`src/rtl/dpram_pkg.sv`:
```
// Shared constants, types and decode helpers for the dual-port memory bank controller.
// Pure declarations: no latency, no flow control.
// Consumers: dpram_bank_controller (the response FIFO is generic and does not import it).
package dpram_pkg;

    localparam int RAM_WIDTH     = 64;
    localparam int ADDR_SIZE     = 10;
    localparam int BANK_SEL_BITS = 2;
    localparam int NUM_BANKS     = 1 << BANK_SEL_BITS;
    localparam int REQ_ADDR_W    = BANK_SEL_BITS + ADDR_SIZE;

    // One read-pipeline stage: a tracked read and the bank it targets.
    typedef struct packed {
        logic                     vld;
        logic [BANK_SEL_BITS-1:0] bank;
    } rd_stage_t;

    // Bank select is the MSB field of the flat request address.
    function automatic logic [BANK_SEL_BITS-1:0] bank_sel(input logic [REQ_ADDR_W-1:0] addr);
        return addr[REQ_ADDR_W-1 -: BANK_SEL_BITS];
    endfunction

    function automatic logic [NUM_BANKS-1:0] bank_onehot(input logic [BANK_SEL_BITS-1:0] bank);
        return NUM_BANKS'(1) << bank;
    endfunction

endpackage

```
`src/rtl/dpram_rsp_fifo.sv`:
```
// Synchronous DEPTH x WIDTH FIFO holding bank read responses until the consumer takes them.
// Latency: a push is visible at the head (empty deasserts) the cycle after it is written.
// Backpressure: push while full and pop while empty are ignored; upstream credits prevent both.
//
// Ports: clk, rst_n (async active-low); push/push_dat write side; pop/pop_dat read side
// (pop_dat is the current head, forced to 0 when empty); full, empty status.
module dpram_rsp_fifo #(
    parameter int WIDTH = 64,
    parameter int DEPTH = 4
) (
    input  logic             clk,
    input  logic             rst_n,
    input  logic             push,
    input  logic [WIDTH-1:0] push_dat,
    input  logic             pop,
    output logic [WIDTH-1:0] pop_dat,
    output logic             full,
    output logic             empty
);

    localparam int PTR_W = $clog2(DEPTH);
    localparam int CNT_W = PTR_W + 1;

    logic [WIDTH-1:0] mem [DEPTH];
    logic [PTR_W-1:0] wr_ptr;
    logic [PTR_W-1:0] rd_ptr;
    logic [CNT_W-1:0] count;
    logic             do_push;
    logic             do_pop;

    assign do_push = push & ~full;
    assign do_pop  = pop & ~empty;
    assign full    = (count == CNT_W'(DEPTH));
    assign empty   = (count == '0);
    assign pop_dat = empty ? '0 : mem[rd_ptr];

    // Storage is not reset; only the pointers define what is valid.
    always_ff @(posedge clk) begin
        if (do_push) begin
            mem[wr_ptr] <= push_dat;
        end
    end

    // DEPTH is a power of two, so the pointers wrap naturally.
    always_ff @(posedge clk or negedge rst_n) begin
        if (!rst_n) begin
            wr_ptr <= '0;
            rd_ptr <= '0;
            count  <= '0;
        end else begin
            if (do_push) wr_ptr <= wr_ptr + PTR_W'(1);
            if (do_pop)  rd_ptr <= rd_ptr + PTR_W'(1);
            count <= count + CNT_W'(do_push) - CNT_W'(do_pop);
        end
    end

endmodule

```
`src/rtl/dpram_bank_controller.sv`:
```
// Front-end controller for NUM_BANKS dual-port memory banks: decodes bank, drives enables, buffers reads.
// Latency: write reaches the bank 1 cycle after accept; read response is valid 3 cycles after accept.
// Backpressure: writes always accepted; reads accepted only while credits (in-flight + buffered) < RSP_DEPTH.
//
// Ports: wr_req_* / rd_req_* request handshakes on a flat {bank,row} address; rd_rsp_* response handshake;
// mem_wr_en/mem_rd_en one-hot bank enables with shared write/read/wr_address/rd_address/data_in;
// bank_data_out (bank k at [k*RAM_WIDTH +: RAM_WIDTH]) and bank_data_valid returned by the banks.
// Width parameters must match the dpram_pkg constants used by the decode helpers.
module dpram_bank_controller #(
    parameter int RAM_WIDTH     = dpram_pkg::RAM_WIDTH,
    parameter int ADDR_SIZE     = dpram_pkg::ADDR_SIZE,
    parameter int BANK_SEL_BITS = dpram_pkg::BANK_SEL_BITS,
    parameter int NUM_BANKS     = 2 ** BANK_SEL_BITS,
    parameter int RSP_DEPTH     = 4
) (
    input  logic                              clk,
    input  logic                              rst_n,
    input  logic                              wr_req_valid,
    output logic                              wr_req_ready,
    input  logic [BANK_SEL_BITS+ADDR_SIZE-1:0] wr_req_addr,
    input  logic [RAM_WIDTH-1:0]              wr_req_data,
    input  logic                              rd_req_valid,
    output logic                              rd_req_ready,
    input  logic [BANK_SEL_BITS+ADDR_SIZE-1:0] rd_req_addr,
    output logic                              rd_rsp_valid,
    input  logic                              rd_rsp_ready,
    output logic [RAM_WIDTH-1:0]              rd_rsp_data,
    output logic [NUM_BANKS-1:0]              mem_wr_en,
    output logic [NUM_BANKS-1:0]              mem_rd_en,
    output logic                              write,
    output logic                              read,
    output logic [ADDR_SIZE-1:0]              wr_address,
    output logic [ADDR_SIZE-1:0]              rd_address,
    output logic [RAM_WIDTH-1:0]              data_in,
    input  logic [NUM_BANKS*RAM_WIDTH-1:0]    bank_data_out,
    input  logic [NUM_BANKS-1:0]              bank_data_valid
);

    import dpram_pkg::*;

    localparam int CNT_W = $clog2(RSP_DEPTH) + 1;

    logic [CNT_W-1:0]     credits;
    rd_stage_t            rd_s1;      // read issued to the banks this cycle
    rd_stage_t            rd_s2;      // read whose data the banks return this cycle
    logic                 proto_err;  // sticky: tracked read came back without data_valid
    logic                 wr_acc;
    logic                 rd_acc;
    logic                 rsp_pop;
    logic                 rsp_push;
    logic                 rsp_full;
    logic                 rsp_empty;
    logic                 rd_drop;
    logic [RAM_WIDTH-1:0] sel_dat;
    logic                 sel_vld;

    assign wr_req_ready = 1'b1;
    assign rd_req_ready = (credits < CNT_W'(RSP_DEPTH));
    assign wr_acc       = wr_req_valid & wr_req_ready;
    assign rd_acc       = rd_req_valid & rd_req_ready;
    assign rd_rsp_valid = ~rsp_empty;
    assign rsp_pop      = rd_rsp_valid & rd_rsp_ready;

    // Only the bank recorded for the tracked read is looked at; any other
    // bank's data_valid (or one with no read tracked) is ignored.
    always_comb begin
        sel_dat = '0;
        sel_vld = 1'b0;
        for (int k = 0; k < NUM_BANKS; k++) begin
            if (rd_s2.bank == BANK_SEL_BITS'(k)) begin
                sel_dat = bank_data_out[k*RAM_WIDTH +: RAM_WIDTH];
                sel_vld = bank_data_valid[k];
            end
        end
    end

    assign rsp_push = rd_s2.vld & sel_vld;
    assign rd_drop  = rd_s2.vld & ~sel_vld;

    // Bank-side request registers: enables pulse for exactly one cycle per accept.
    // Address/data hold their last value; they are qualified by the enables.
    always_ff @(posedge clk or negedge rst_n) begin
        if (!rst_n) begin
            mem_wr_en  <= '0;
            write      <= 1'b0;
            wr_address <= '0;
            data_in    <= '0;
            mem_rd_en  <= '0;
            read       <= 1'b0;
            rd_address <= '0;
            rd_s1      <= '0;
            rd_s2      <= '0;
        end else begin
            mem_wr_en <= wr_acc ? bank_onehot(bank_sel(wr_req_addr)) : '0;
            write     <= wr_acc;
            if (wr_acc) begin
                wr_address <= wr_req_addr[ADDR_SIZE-1:0];
                data_in    <= wr_req_data;
            end
            mem_rd_en  <= rd_acc ? bank_onehot(bank_sel(rd_req_addr)) : '0;
            read       <= rd_acc;
            if (rd_acc) begin
                rd_address <= rd_req_addr[ADDR_SIZE-1:0];
            end
            rd_s1.vld  <= rd_acc;
            rd_s1.bank <= bank_sel(rd_req_addr);
            rd_s2      <= rd_s1;
        end
    end

    // Credits cover every read between accept and response pop. A read the
    // bank failed to answer will never be popped, so its credit is returned
    // when it is dropped rather than leaking capacity forever.
    always_ff @(posedge clk or negedge rst_n) begin
        if (!rst_n) begin
            credits   <= '0;
            proto_err <= 1'b0;
        end else begin
            credits <= credits + CNT_W'(rd_acc) - CNT_W'(rsp_pop) - CNT_W'(rd_drop);
            if (rd_drop) begin
                proto_err <= 1'b1;
            end
        end
    end

    dpram_rsp_fifo #(
        .WIDTH (RAM_WIDTH),
        .DEPTH (RSP_DEPTH)
    ) u_rsp_fifo (
        .clk      (clk),
        .rst_n    (rst_n),
        .push     (rsp_push),
        .push_dat (sel_dat),
        .pop      (rsp_pop),
        .pop_dat  (rd_rsp_data),
        .full     (rsp_full),
        .empty    (rsp_empty)
    );

    a_no_overflow: assert property (@(posedge clk) disable iff (!rst_n) !(rsp_push && rsp_full));
    a_no_proto_err: assert property (@(posedge clk) disable iff (!rst_n) !proto_err);

endmodule
```
`config.mk`:
```
export PLATFORM = sky130hd
export DESIGN_NAME = dpram_bank_controller
export DESIGN_NICKNAME = d
export VERILOG_FILES = /design/src/rtl/dpram_pkg.sv /design/src/rtl/dpram_rsp_fifo.sv /design/src/rtl/dpram_bank_controller.sv
export SDC_FILE = /design/constraint.sdc
export NUM_CORES = 1
export LEC_CHECK = 0
export ABC_AREA = 1
export BUFFER_PORTS_ARGS = -buffer_cell sky130_fd_sc_hd__buf_2
export CAP_MARGIN = 25
export CORE_AREA = 2 2 199 201
export CTS_CLUSTER_DIAMETER = 80
export CTS_CLUSTER_SIZE = 28
export DETAILED_ROUTE_END_ITERATION = 6
export DIE_AREA = 0 0 201 203
export PLACE_DENSITY = 0.63
export SYNTH_ARGS = -nofsm -noshare
export SYNTH_HDL_FRONTEND = slang
export SYNTH_SLANG_ARGS = --single-unit
```
`constraint.sdc`:
```
create_clock -name clk -period 6.9 [get_ports clk]
set_clock_uncertainty 0.05 [all_clocks]
set_input_delay 0.345 -clock clk [delete_from_list [all_inputs] [get_ports clk]]
set_output_delay 0.345 -clock clk [all_outputs]
set_load 0.02 [all_outputs]
```
==> results_dict.tcl <==
set metrics [dict create \
    number_of_clock_sinks_seen_by_cts 365 \
    worst_slew_pin_slew_ps 981 \
    post_dr_wirelength_cell_um 17.7 \
    layout-area-overhead-vs-synth_pct 28.1 \
    routability_congestion_estimate_from_global_placement 0.848 \
    setup_viol 0 \
    port-buffer-count 512 \
    finalNetCount 2470 \
    initial_core_util_pct 40.6 \
    drc_violations_left 0 \
    timing.rr.end "u_rsp_fifo.mem[0][49]$_DFFE_PP_" \
    clk-insertion-delay-late_ps 520 \
    syn_avg_cell_area_sq_um 10.0 \
    max_clock_freq_mhz 281 \
    regToRegSetupSlack_ps 3920 \
    core_region_area_sq_um 38500 \
    rr_startpoint "u_rsp_fifo.count[1]$_DFF_PN0_" \
    maximum_clock_insertion_buffer_count 3 \
    fp.dieW_um 201 \
    worst_r2r_path_depth 5 \
    synth_cell_types 27 \
    cts_inserted_buffers 18 \
    multi_input_area_sq_um 4660 \
    vias_in_the_first_global_route 13379 \
    final_hold_violation_count 0 \
    sw_share_pct 39.6 \
    design.die.area_sq_um 40800 \
    overflow 0 \
    cts_setup_buffers 0 \
    final_cells 2637 \
    netlist_area_sq_um 15600 \
    finalInstanceArea_sq_um 20000 \
    timing.final.ws_setup_ps 3340 \
    fillerInstances 3454 \
    vdd_ir_drop_max_mv 0.185 \
    yosys_register_bits 365 \
    slew_viol_final 0 \
    design.portCount 514 \
    synth.yosys.warnings 0 \
    switchingPower_mw 2.59 \
    time_the_final_worst_path_needs_with_i_o_delays_and_setup_ps 3560 \
    max_cap_violations 0 \
    post_cts_hold_buffer_count 88 \
    routed-via-count 13184 \
    global_routing_usage_summed_across_all_routing_layers_pct 22.2 \
    post_synth_inst_count 1560 \
    worst-setup-path-type "reg2out" \
    antenna_left 0 \
    timing.critical_path.fanout_max 83 \
    outcome "finished, final reports clean" \
    layout-drive-gt1-share_pct 27.0 \
    htreeDepth 1 \
    detailedPlace.worstSlack_ps 3830 \
    critical_path_arrival_ps 3170 \
    die_h_um 203 \
    maximum_number_of_pins_on_one_net_before_global_route_repair 87 \
    dpl.cell_count 2515 \
    report.power.total_mw 6.53 \
    postSynthNetCount 1924 \
    detailedPlacementHpwl_um 30500 \
    worst_setup_hold_path_clk_slew_ps 100 \
    finish.utilization_pct 52.0 \
    seq_power_share_pct 41.4 \
    crit_path_end_kind "output pin" \
    max-slew-margin-rel_pct 34.6 \
    finalCritPeriodShare_pct 51.6 \
    min_from "wr_req_data[1]" \
    power.clock.fraction_pct 19.1 \
    power-per-cell-area_nw_per_um2 327 \
    required_ps 6500 \
    startpoint_type "flop" \
    power.internal_mw 3.94 \
    grt_first_pass_wirelength_um 71400 \
    routed_wl_um 46600 \
    static-leakage-power_nw 8.75 \
    rsz0062_at_grt "no" \
    synth-seq-area-share_pct 66.7 \
    cts_tree "yes" \
    drt_first_pass_iters 5 \
    dpl-instance-area_sq_um 18500 \
    timing.hold.worst_endpoint "data_in[1]$_DFFE_PN0P_" \
    min_path_type "in2reg" \
    postCtsResizedCells 0 \
    timing.setup.tns_ps 0 \
    seqCellArea_sq_um 10400 \
    timing.hold.ws_ps 38.6 \
    root_buffer_cell "sky130_fd_sc_hd__clkbuf_16" \
    floorplan.rows 72 \
    avgViaCountPerCell 5.00 \
    antenna_found_initial 5 \
    p_comb_share_pct 39.5 \
    min_delay_path_depth 3 \
    detail_route.iter0.violations 776 \
]
worst max-delay path: stages (launching register included):
cell,delay (ps)
sky130_fd_sc_hd__dfrtp_4,750
sky130_fd_sc_hd__clkinv_2,650
sky130_fd_sc_hd__buf_4,600
sky130_fd_sc_hd__o21ai_0,310
sky130_fd_sc_hd__a21oi_1,100
sky130_fd_sc_hd__buf_2,210
cell families (layout without fill, tap and decap cells):
group | count (synthesis) | count (layout) | share of synthesized area, %
AND/OR/NAND/NOR | 864 | 864 | 22.1
XOR/XNOR | 5 | 5 | 0.281
adder cells (fa/ha/maj) | 11 | 11 | 0.978
AO/OA/AOI/OAI | 194 | 194 | 6.24
other | 1 | 6 | 0.0240
buffers and inverters | 120 | 674 | 3.71
flip-flops | 365 | 365 | 66.7
routing by layer:
layer  track usage, %  vias up  wire length (um)
met5                0        -                 0
met4             7.06        0              1380
met3             4.74       84              3440
met2             40.2      504             23100
met1             26.4     6314             18600
li1                 -     6282                 -
cell usage after synthesis:
library cell | number | area, sq um
sky130_fd_sc_hd__clkbuf_1 | 30 | 113
sky130_fd_sc_hd__nand4_1 | 66 | 413
sky130_fd_sc_hd__buf_2 | 28 | 140
sky130_fd_sc_hd__o21ai_1 | 18 | 90.1
sky130_fd_sc_hd__a21oi_1 | 64 | 320
sky130_fd_sc_hd__nand3_2 | 1 | 10.0
sky130_fd_sc_hd__nor3_1 | 8 | 40.0
sky130_fd_sc_hd__xor2_1 | 3 | 26.3
sky130_fd_sc_hd__conb_1 | 1 | 3.75
sky130_fd_sc_hd__dfrtp_1 | 109 | 2730
sky130_fd_sc_hd__buf_4 | 17 | 128
sky130_fd_sc_hd__ha_1 | 9 | 113
sky130_fd_sc_hd__xnor2_1 | 2 | 17.5
sky130_fd_sc_hd__o21ai_0 | 111 | 556
sky130_fd_sc_hd__clkinv_1 | 1 | 3.75
sky130_fd_sc_hd__or2_1 | 1 | 6.26
sky130_fd_sc_hd__nor2_4 | 2 | 22.5
sky130_fd_sc_hd__inv_1 | 24 | 90.1
sky130_fd_sc_hd__buf_6 | 4 | 45.0
sky130_fd_sc_hd__buf_1 | 12 | 45.0
sky130_fd_sc_hd__inv_2 | 4 | 15.0
sky130_fd_sc_hd__nand3_1 | 2 | 10.0
sky130_fd_sc_hd__nand2_1 | 519 | 1950
sky130_fd_sc_hd__edfxtp_1 | 256 | 7690
sky130_fd_sc_hd__a21boi_0 | 1 | 7.51
sky130_fd_sc_hd__nor2_1 | 265 | 995
sky130_fd_sc_hd__fa_1 | 2 | 40.0
registers in the layout, summed over array words and instances, names as in the netlist:
signal and cells:
mem_wr_en 4, write 1, wr_address 10, rd_s2 3, u_rsp_fifo.wr_ptr 2, u_rsp_fifo.count 3, u_rsp_fifo.rd_ptr 2, data_in 64
rd_s1 3, credits 3, u_rsp_fifo.mem 256, mem_rd_en 4, rd_address 10
worst max path at each step:
stage                                      from                              end
3_5_place_dp   u_rsp_fifo.rd_ptr[0]$_DFFE_PN0P_                   rd_rsp_data[7]
4_1_cts        u_rsp_fifo.rd_ptr[0]$_DFFE_PN0P_                   rd_rsp_data[7]
3_3_place_gp      u_rsp_fifo.count[1]$_DFF_PN0_  u_rsp_fifo.mem[0][60]$_DFFE_PP_
6_report       u_rsp_fifo.rd_ptr[0]$_DFFE_PN0P_                  rd_rsp_data[16]
5_1_grt        u_rsp_fifo.rd_ptr[0]$_DFFE_PN0P_                   rd_rsp_data[7]
2_1_floorplan     u_rsp_fifo.count[1]$_DFF_PN0_   u_rsp_fifo.mem[0][0]$_DFFE_PP_
power by group through the flow:
stage	registers, mW	logic, mW	clock network (mW)
after floorplan	2.80	1.60	0
after global placement	2.74	2.53	0
after detailed placement	2.75	2.56	0
after CTS	2.70	2.61	1.28
after global routing	2.73	2.85	1.36
final	2.70	2.58	1.25
layout make-up:
type / count / area share [%]
clock buffers: 19 / 2.38
flip-flops and latches: 365 / 52.1
diodes: 5 / 0.0626
repair buffers: 617 / 17.9
inverters: 29 / 0.551
clock inverters: 9 / 0.488
well taps: 518 / 3.24
multi-input cells: 1075 / 23.3
layout by cell type (no fill, tap or decap), drive strengths merged:
cell type / count
a21boi: 1
a21oi: 64
buf: 528
bufinv: 1
clkbuf: 19
clkinv: 3
clkinvlp: 2
conb: 1
dfrtp: 109
diode: 5
dlygate4sd3: 89
edfxtp: 256
fa: 2
ha: 9
inv: 32
nand2: 519
nand3: 3
nand4: 66
nor2: 267
nor3: 8
o21ai: 129
or2: 1
xnor2: 2
xor2: 3
Note: power is estimated with default switching activity, not from simulation.
